--- config.mk ---
export PLATFORM = sky130hd
export DESIGN_NAME = spram_arbiter
export DESIGN_NICKNAME = d
export VERILOG_FILES = /design/src/rtl/spram_arb_pkg.sv /design/src/rtl/spram_arb_pick.sv /design/src/rtl/spram_arbiter.sv
export SDC_FILE = /design/constraint.sdc
export NUM_CORES = 1
export LEC_CHECK = 0
export ABC_AREA = 1
export ABC_CLOCK_PERIOD_IN_PS = 2900
export BUFFER_PORTS_ARGS = -buffer_cell sky130_fd_sc_hd__buf_2
export CORE_AREA = 2 2 99 101
export CTS_CLUSTER_SIZE = 20
export DETAILED_ROUTE_END_ITERATION = 8
export DIE_AREA = 0 0 101 103
export PLACE_DENSITY = 0.88
export SKIP_CTS_REPAIR_TIMING = 1
export SLEW_MARGIN = 20
export SYNTH_ARGS = -nofsm -noshare
export SYNTH_HDL_FRONTEND = slang
export SYNTH_SLANG_ARGS = --single-unit
export TNS_END_PERCENT = 20
--- constraint.sdc ---
create_clock -name clk_i -period 2.9 [get_ports clk_i]
set_input_delay 0.145 -clock clk_i [delete_from_list [all_inputs] [get_ports clk_i]]
set_output_delay 0.145 -clock clk_i [all_outputs]
set_load 0.02 [all_outputs]
--- src/rtl/spram_arb_pkg.sv ---
// Shared constants for the two-master single-port SRAM arbiter.
package spram_arb_pkg;

   localparam logic ARB_M0    = 1'b0;
   localparam logic ARB_M1    = 1'b1;
   localparam logic ARB_FIXED = 1'b0;
   localparam logic ARB_RR    = 1'b1;

   localparam int unsigned ARB_ADDR_W = 14;
   localparam int unsigned ARB_DATA_W = 32;
   localparam int unsigned ARB_CNT_W  = 8;

   localparam logic [3:0] ARB_WENB_IDLE = 4'hF;

endpackage

--- src/rtl/spram_arb_pick.sv ---
// Combinational winner select: one-hot grant from the two valids and arbitration state.
module spram_arb_pick
   import spram_arb_pkg::*;
(
   input  logic [1:0] valid_i,
   input  logic       mode_i,
   input  logic       last_grant_i,
   input  logic       starve_hit_i,
   output logic [1:0] grant_c
);

   always_comb begin
      grant_c = 2'b00;
      unique case (valid_i)
         2'b01:   grant_c = 2'b01;
         2'b10:   grant_c = 2'b10;
         2'b11: begin
            if (mode_i == ARB_RR) begin
               grant_c = (last_grant_i == ARB_M0) ? 2'b10 : 2'b01;
            end else begin
               grant_c = starve_hit_i ? 2'b10 : 2'b01;
            end
         end
         default: grant_c = 2'b00;
      endcase
   end

endmodule

--- src/rtl/spram_arbiter.sv ---
// Two-master arbiter in front of a single-port SRAM with 1-cycle read return.
module spram_arbiter
   import spram_arb_pkg::*;
#(
   parameter int unsigned ADDR_W       = ARB_ADDR_W,
   parameter int unsigned DATA_W       = ARB_DATA_W,
   parameter int unsigned ARB_MODE     = 0,
   parameter int unsigned STARVE_LIMIT = 8
) (
   input  logic                  clk_i,
   input  logic                  rst_n_i,
   input  logic                  m0_valid_i,
   output logic                  m0_ready_o,
   input  logic [ADDR_W-1:0]     m0_addr_i,
   input  logic [DATA_W/8-1:0]   m0_wstrb_i,
   input  logic [DATA_W-1:0]     m0_wdata_i,
   output logic                  m0_rvalid_o,
   output logic [DATA_W-1:0]     m0_rdata_o,
   input  logic                  m1_valid_i,
   output logic                  m1_ready_o,
   input  logic [ADDR_W-1:0]     m1_addr_i,
   input  logic [DATA_W/8-1:0]   m1_wstrb_i,
   input  logic [DATA_W-1:0]     m1_wdata_i,
   output logic                  m1_rvalid_o,
   output logic [DATA_W-1:0]     m1_rdata_o,
   output logic [DATA_W/8-1:0]   ram_wenb_o,
   output logic [ADDR_W-1:0]     ram_addr_o,
   output logic [DATA_W-1:0]     ram_wdata_o,
   input  logic [DATA_W-1:0]     ram_rdata_i
);

   localparam int unsigned STRB_W = DATA_W / 8;
   localparam logic        MODE   = 1'(ARB_MODE);
   localparam logic [ARB_CNT_W-1:0] LIMIT = ARB_CNT_W'(STARVE_LIMIT);

   logic [1:0]           grant_c;
   logic                 starve_hit_c;
   logic [ARB_CNT_W-1:0] starve_cnt_q, starve_cnt_d;
   logic                 last_grant_q, last_grant_d;
   logic [ADDR_W-1:0]    addr_q, addr_d;
   logic [DATA_W-1:0]    wdata_q, wdata_d;
   logic                 m0_rvalid_q, m0_rvalid_d;
   logic                 m1_rvalid_q, m1_rvalid_d;

   assign starve_hit_c = (MODE == ARB_FIXED) && (starve_cnt_q == LIMIT);

   spram_arb_pick u_pick (
      .valid_i      ({m1_valid_i, m0_valid_i}),
      .mode_i       (MODE),
      .last_grant_i (last_grant_q),
      .starve_hit_i (starve_hit_c),
      .grant_c      (grant_c)
   );

   assign m0_ready_o  = grant_c[0];
   assign m1_ready_o  = grant_c[1];
   assign m0_rvalid_o = m0_rvalid_q;
   assign m1_rvalid_o = m1_rvalid_q;
   assign m0_rdata_o  = ram_rdata_i;
   assign m1_rdata_o  = ram_rdata_i;

   // Output mux; address/wdata hold their last value when idle to avoid toggling the macro.
   always_comb begin
      starve_cnt_d = starve_cnt_q;
      last_grant_d = last_grant_q;
      addr_d       = addr_q;
      wdata_d      = wdata_q;
      m0_rvalid_d  = 1'b0;
      m1_rvalid_d  = 1'b0;
      ram_wenb_o   = '1;

      if (grant_c[0]) begin
         addr_d       = m0_addr_i;
         wdata_d      = m0_wdata_i;
         ram_wenb_o   = ~m0_wstrb_i;
         last_grant_d = ARB_M0;
         m0_rvalid_d  = (m0_wstrb_i == STRB_W'(0));
      end else if (grant_c[1]) begin
         addr_d       = m1_addr_i;
         wdata_d      = m1_wdata_i;
         ram_wenb_o   = ~m1_wstrb_i;
         last_grant_d = ARB_M1;
         m1_rvalid_d  = (m1_wstrb_i == STRB_W'(0));
      end

      ram_addr_o  = addr_d;
      ram_wdata_o = wdata_d;

      if (MODE == ARB_FIXED) begin
         if (!m1_valid_i || grant_c[1]) begin
            starve_cnt_d = '0;
         end else if (starve_cnt_q != LIMIT) begin
            starve_cnt_d = starve_cnt_q + ARB_CNT_W'(1);
         end
      end
   end

   always_ff @(posedge clk_i or negedge rst_n_i) begin
      if (!rst_n_i) begin
         starve_cnt_q <= '0;
         last_grant_q <= ARB_M1;
         addr_q       <= '0;
         wdata_q      <= '0;
         m0_rvalid_q  <= 1'b0;
         m1_rvalid_q  <= 1'b0;
      end else begin
         starve_cnt_q <= starve_cnt_d;
         last_grant_q <= last_grant_d;
         addr_q       <= addr_d;
         wdata_q      <= wdata_d;
         m0_rvalid_q  <= m0_rvalid_d;
         m1_rvalid_q  <= m1_rvalid_d;
      end
   end

endmodule
=== Yosys cells after proc, flatten, opt, wreduce, memory -nomap -nowiden ===
Index checks and enable logic that the tools add are counted.

* Register bits after elaboration: 56
* Bits of input ports: 136

* $add $sub $neg: 1
* Equality and inequality tests: 5
* Muxes and demuxes: 13
* Bitwise logic cells: 2
* Reductions and logical operators: 5

{| class="wikitable"
|+ Operators by type and width
! cell !! number
|-
| 2-to-1 mux 32 bit || 2
|-
| 2-to-1 mux 14 bit || 2
|-
| 2-to-1 mux 8 bit || 2
|-
| adder 8 x 1 -> 8 bit (second input constant) || 1
|-
| == test 8 x 4 -> 1 bit (second input constant) || 1
|-
| logical NOT 4 bit || 2
|-
| 2-to-1 mux 4 bit || 2
|-
| != test 8 x 4 -> 1 bit (second input constant) || 1
|-
| inverter 4 bit || 2
|-
| case mux 2 bit (3 select lines) || 1
|-
| == test 2 bit (second input constant) || 2
|-
| 2-to-1 mux 1 bit || 3
|-
| == test 2 x 1 -> 1 bit (second input constant) || 1
|-
| 2-to-1 mux 2 bit || 1
|-
| nonzero test 2 bit || 1
|-
| logical NOT 1 bit || 1
|-
| logical OR 1 bit || 1
|}

=== Logic depth before layout (Yosys ltp) ===
* Depth after elaboration: 5
* Gate-level depth with buffers: 11
* Mapped depth without buffers: 9

=== Cells and area by module ===
From an unflattened synthesis, not the netlist that was laid out.

* Cells, all modules: 414
* Area total of the unflattened synthesis: 3285.7 um2

{| class="wikitable"
|+ Modules (own cells, without submodules)
! module !! times used !! cells each !! area each (um2)
|-
| spram_arbiter || 1 || 398 || 3220.6
|-
| spram_arb_pick || 1 || 16 || 65.1
|}

=== Least setup slack after synthesis ===
OpenSTA, ideal clock, no wires.

* Path type: reg2out
* Start point: register starve_cnt_q[0]
* End point: output ram_wenb_o[1]
* Arrival time: 1.540 ns
* Data required time: 2.755 ns
* Slack: 1.215 ns
* Cell stages (with the launch flop): 9
* Cell sequence: dfrtp_1 > inv_1 > ha_1 > nand2_1 > nor2_1 > nand2_2 > nand2_4 > buf_2 > o21ai_0

* Longest elaborated chain between the ends: 5

{| class="wikitable"
|+ Ends and longest elaborated chain
! element !! line !! RTL
|-
| start: declaration || spram_arbiter.sv:38 || <nowiki>logic [ARB_CNT_W-1:0] starve_cnt_q, starve_cnt_d;</nowiki>
|-
| start signal: assignment || spram_arbiter.sv:107 || <nowiki>starve_cnt_q <= starve_cnt_d;</nowiki>
|-
| == test 8 x 4 -> 1 bit (*) || spram_arbiter.sv:45 || <nowiki>assign starve_hit_c = (MODE == ARB_FIXED) && (starve_cnt_q == LIMIT);</nowiki>
|-
| 2-to-1 mux 2 bit (*) || spram_arb_pick.sv:21 || <nowiki>grant_c = starve_hit_i ? 2'b10 : 2'b01;</nowiki>
|-
| case mux 2 bit (3 select lines) (*) || spram_arb_pick.sv:14 || <nowiki>unique case (valid_i)</nowiki>
|-
| 2-to-1 mux 4 bit || spram_arbiter.sv:78 || <nowiki>end else if (grant_c[1]) begin</nowiki>
|-
| 2-to-1 mux 4 bit (*) || spram_arbiter.sv:72 || <nowiki>if (grant_c[0]) begin</nowiki>
|-
| end: declaration || spram_arbiter.sv:26 || <nowiki>output logic [DATA_W/8-1:0] ram_wenb_o,</nowiki>
|}

Mark *: on every way between the ends. The rest lies on a longest branch, timed or not.

=== Final worst setup path ===
* Start point: register starve_cnt_q[0]
* End point: output ram_wdata_o[1]

* Longest elaborated chain between the ends: 5

{| class="wikitable"
|+ Ends and longest elaborated chain
! element !! line !! RTL
|-
| == test 8 x 4 -> 1 bit (*) || spram_arbiter.sv:45 ||
|-
| 2-to-1 mux 2 bit (*) || spram_arb_pick.sv:21 ||
|-
| case mux 2 bit (3 select lines) (*) || spram_arb_pick.sv:14 ||
|-
| 2-to-1 mux 32 bit || spram_arbiter.sv:78 ||
|-
| 2-to-1 mux 32 bit (*) || spram_arbiter.sv:72 ||
|-
| end: declaration || spram_arbiter.sv:28 || <nowiki>output logic [DATA_W-1:0] ram_wdata_o,</nowiki>
|}

Marks and branches as above.

==> impl_metrics.csv <==
group,metric,value,unit
sta,fmax,407,MHz
cts,clock_sinks,56,
worst_hold_path,hp-start,"m0_addr_i[11]",
synthesis,synth_xor_area_frac,0.00235,
critical_path,arrival,2310,ps
sta,relSlewSlack,0.610,
synthesis,yosysWarnings,0,
synthesis,synth_largest_area_cell,"dfrtp_1",
final_layout,mostFrequentLayoutCells,"nand2_1 (156), buf_2 (156), inv_1 (108)",
detailed_routing,routed_wl,8.62,mm
sta,hold_viol,0,
grt,grt_pass1_vias,2938,
floorplan,die_area,10400,sq um
sta,min_period,2460,ps
final_layout,utilization,0.445,
placed_design,place_ws,785,ps
detailed_routing,drtPass1Iterations,4,
critical_path,critPathMaxFanout,25,
grt,overflow,0,
floorplan,rows,36,
synthesis,synth_cell_types,20,
synthesis,seq_area_frac_synth,0.375,
floorplan,die_y,103,um
sta,finalSetupTns,0,ps
critical_path,cp-end-kind,"output port",
placed_design,globalplace.congestion,0.816,
placed_design,hpwlAfterDp,6.48,mm
flow_run,drv_cap,0,
pwr,leakagePower,2.66,nW
grt,antenna_found_initial,0,
synthesis,synth_area_leaders,"dfrtp_1 (38%), nand2_1 (16%), nand3_1 (13%), buf_4 (13%), inv_1 (11%)",
critical_path,setup.worst_path.start_class,"flip-flop",
floorplan,core,9460,sq um
critical_path,reg2reg_setup_slack,990,ps
synthesis,syn_inst,541,
floorplan,initial_utilization,0.395,
worst_hold_path,worstHoldEndpoint,"addr_q[11]",
synthesis,synth_top_family_by_area,"simple AND/OR/NAND/NOR gates",
synthesis,synth-compound-area-share,0.00972,
cts,htreeDepth,2,
floorplan,die_x,101,um
detailed_routing,antenna_left,0,
worst_hold_path,whs_path_depth,3,
detailed_routing,wl_per_cell,11.6,um
synthesis,synth_area_per_cell,6.90,sq um
synthesis,synth_fa_ha_area_frac,0.00670,
cts,ctsLongestPathBuffers,2,
outcome,status,"complete, no violations",
worst_hold_path,holdCritPathClass,"in -> reg",
final_layout,syn_to_final_growth,12.7,%
sta,fin_skew,9.12,ps
grt,grt_pass1_wl,13.2,mm
final_layout,antenna_cells,0,
grt,grt_usage,0.159,
sta,drv_slew,0,
detailed_routing,drc,0,
sta,setup_viol,0,
cts,cts_tree,"built",
synthesis,netlist_area,3730,sq um
critical_path,r2r-start,"starve_cnt_q[0]",
cts,cts_root_buf,"clkbuf_8",
synthesis,synthMuxAreaShare,0,
synthesis,yosysTopAreaCellShare,0.375,
critical_path,cp.required,2760,ps
synthesis,synth_seq_cells,56,
cts,clk_pin_slew,100,ps
pwr,finalPower,0.00185,W
pwr,vdd_drop_max,0.208,mV
final_layout,nets,764,
final_layout,drive_gt1_frac,0.290,
placed_design,numPortBuffers,157,
grt,grt_max_degree,48,
detailed_routing,num_vias,3395,
sta,fin_ws,443,ps
critical_path,crit_type,"reg -> out",
detailed_routing,via_per_inst,4.58,
pwr,p_per_area,440,nW/um^2
sta,worst_pin_slew,586,ps
synthesis,synth_nets,679,
synthesis,synth_simple_gate_area_frac,0.317,
detailed_routing,drt_first_iter_violations,66,
sta,fin_crit_sh,0.847,
cts,numCtsBuffers,5,
sta,rsz0062_at_grt,"no",
floorplan,pin_count,254,
cts,clk_latency,300,ps
critical_path,reg2reg_depth,10,
critical_path,r2r_end,"wdata_q[1]",
-- through the flow --
step | instance area, sq um | cells | hold WS, ps
3_3_place_gp | 4080 | 731 | 290
3_5_place_dp | 4080 | 731 | 290
6_report | 4210 | 741 | 54.5
5_1_grt | 4210 | 741 | 53.2
4_1_cts | 4190 | 739 | -20.8
2_1_floorplan | 3730 | 541 | -151
-- synthesized netlist by cell type --
cell type	count
nand3_1	97
a21oi_1	4
nand2_1	157
nor2_2	1
inv_2	3
dfrtp_1	56
buf_6	9
o21ai_0	1
nand2_4	1
nor2_1	11
ha_1	2
and2_1	1
buf_2	16
nor4_1	1
o21bai_2	1
buf_4	64
nor3_1	5
nand2_2	2
xor2_1	1
inv_1	108
-- cells by family after synthesis --
| kind of cell | count (synthesis) |
|---|---|
| simple gates | 276 |
| buf+inv | 200 |
| flops | 56 |
| compound gates | 6 |
| fa+ha+maj | 2 |
| xor+xnor | 1 |
-- area by class of cell --
class                   count  area (sq um)
flip-flops and latches     56          1400
clock inverters             3          42.5
fillers                   979          5250
multi-input cells         285          1260
repair buffers            167           881
clock buffers               5          68.8
inverters                 111           417
well taps                 114           143
-- power by group --
| part | leakage, nW | switching [W] | total, W | internal [W] |
|---|---|---|---|---|
| Combinational | 1.92 | 0.000302 | 0.000487 | 0.000185 |
| Clock | 0.0541 | 0.000248 | 0.000504 | 0.000256 |
| Sequential | 0.688 | 0.0000169 | 0.000861 | 0.000844 |
| Total | 2.66 | 0.000567 | 0.00185 | 0.00129 |
-- worst max path at each step --
stage / startpoint / cells past startpoint / end
floorplan: starve_cnt_q[0] / 8 / ram_wenb_o[1]
global placement: starve_cnt_q[0] / 11 / ram_wdata_o[1]
detailed placement: starve_cnt_q[0] / 11 / ram_wdata_o[1]
CTS: starve_cnt_q[0] / 11 / ram_wdata_o[1]
global route: starve_cnt_q[0] / 11 / ram_wdata_o[1]
finish: starve_cnt_q[0] / 11 / ram_wdata_o[1]
-- state kept, by name (all words and copies together), names as in the netlist --
signal,cells
m0_rvalid_o,1
starve_cnt_q,8
m1_rvalid_o,1
addr_q,14
wdata_q,32
-- metal layers --
metal,GRT usage,part of all wire
met4,0.0489,0.018
met1,0.190,0.42
met2,0.275,0.48
met3,0.0488,0.086
met5,0,0
-- worst max-delay path, cell delays in order, from the launching register on --
cell     delay, ps
dfrtp_1        400
inv_1           60
ha_1           210
nand2_1         70
nor2_1          40
nand2_2        110
nand2_4        190
inv_2          250
buf_4          290
nand2_1        120
nand2_1         90
buf_2          160
Power figures use the tool's default switching activity.
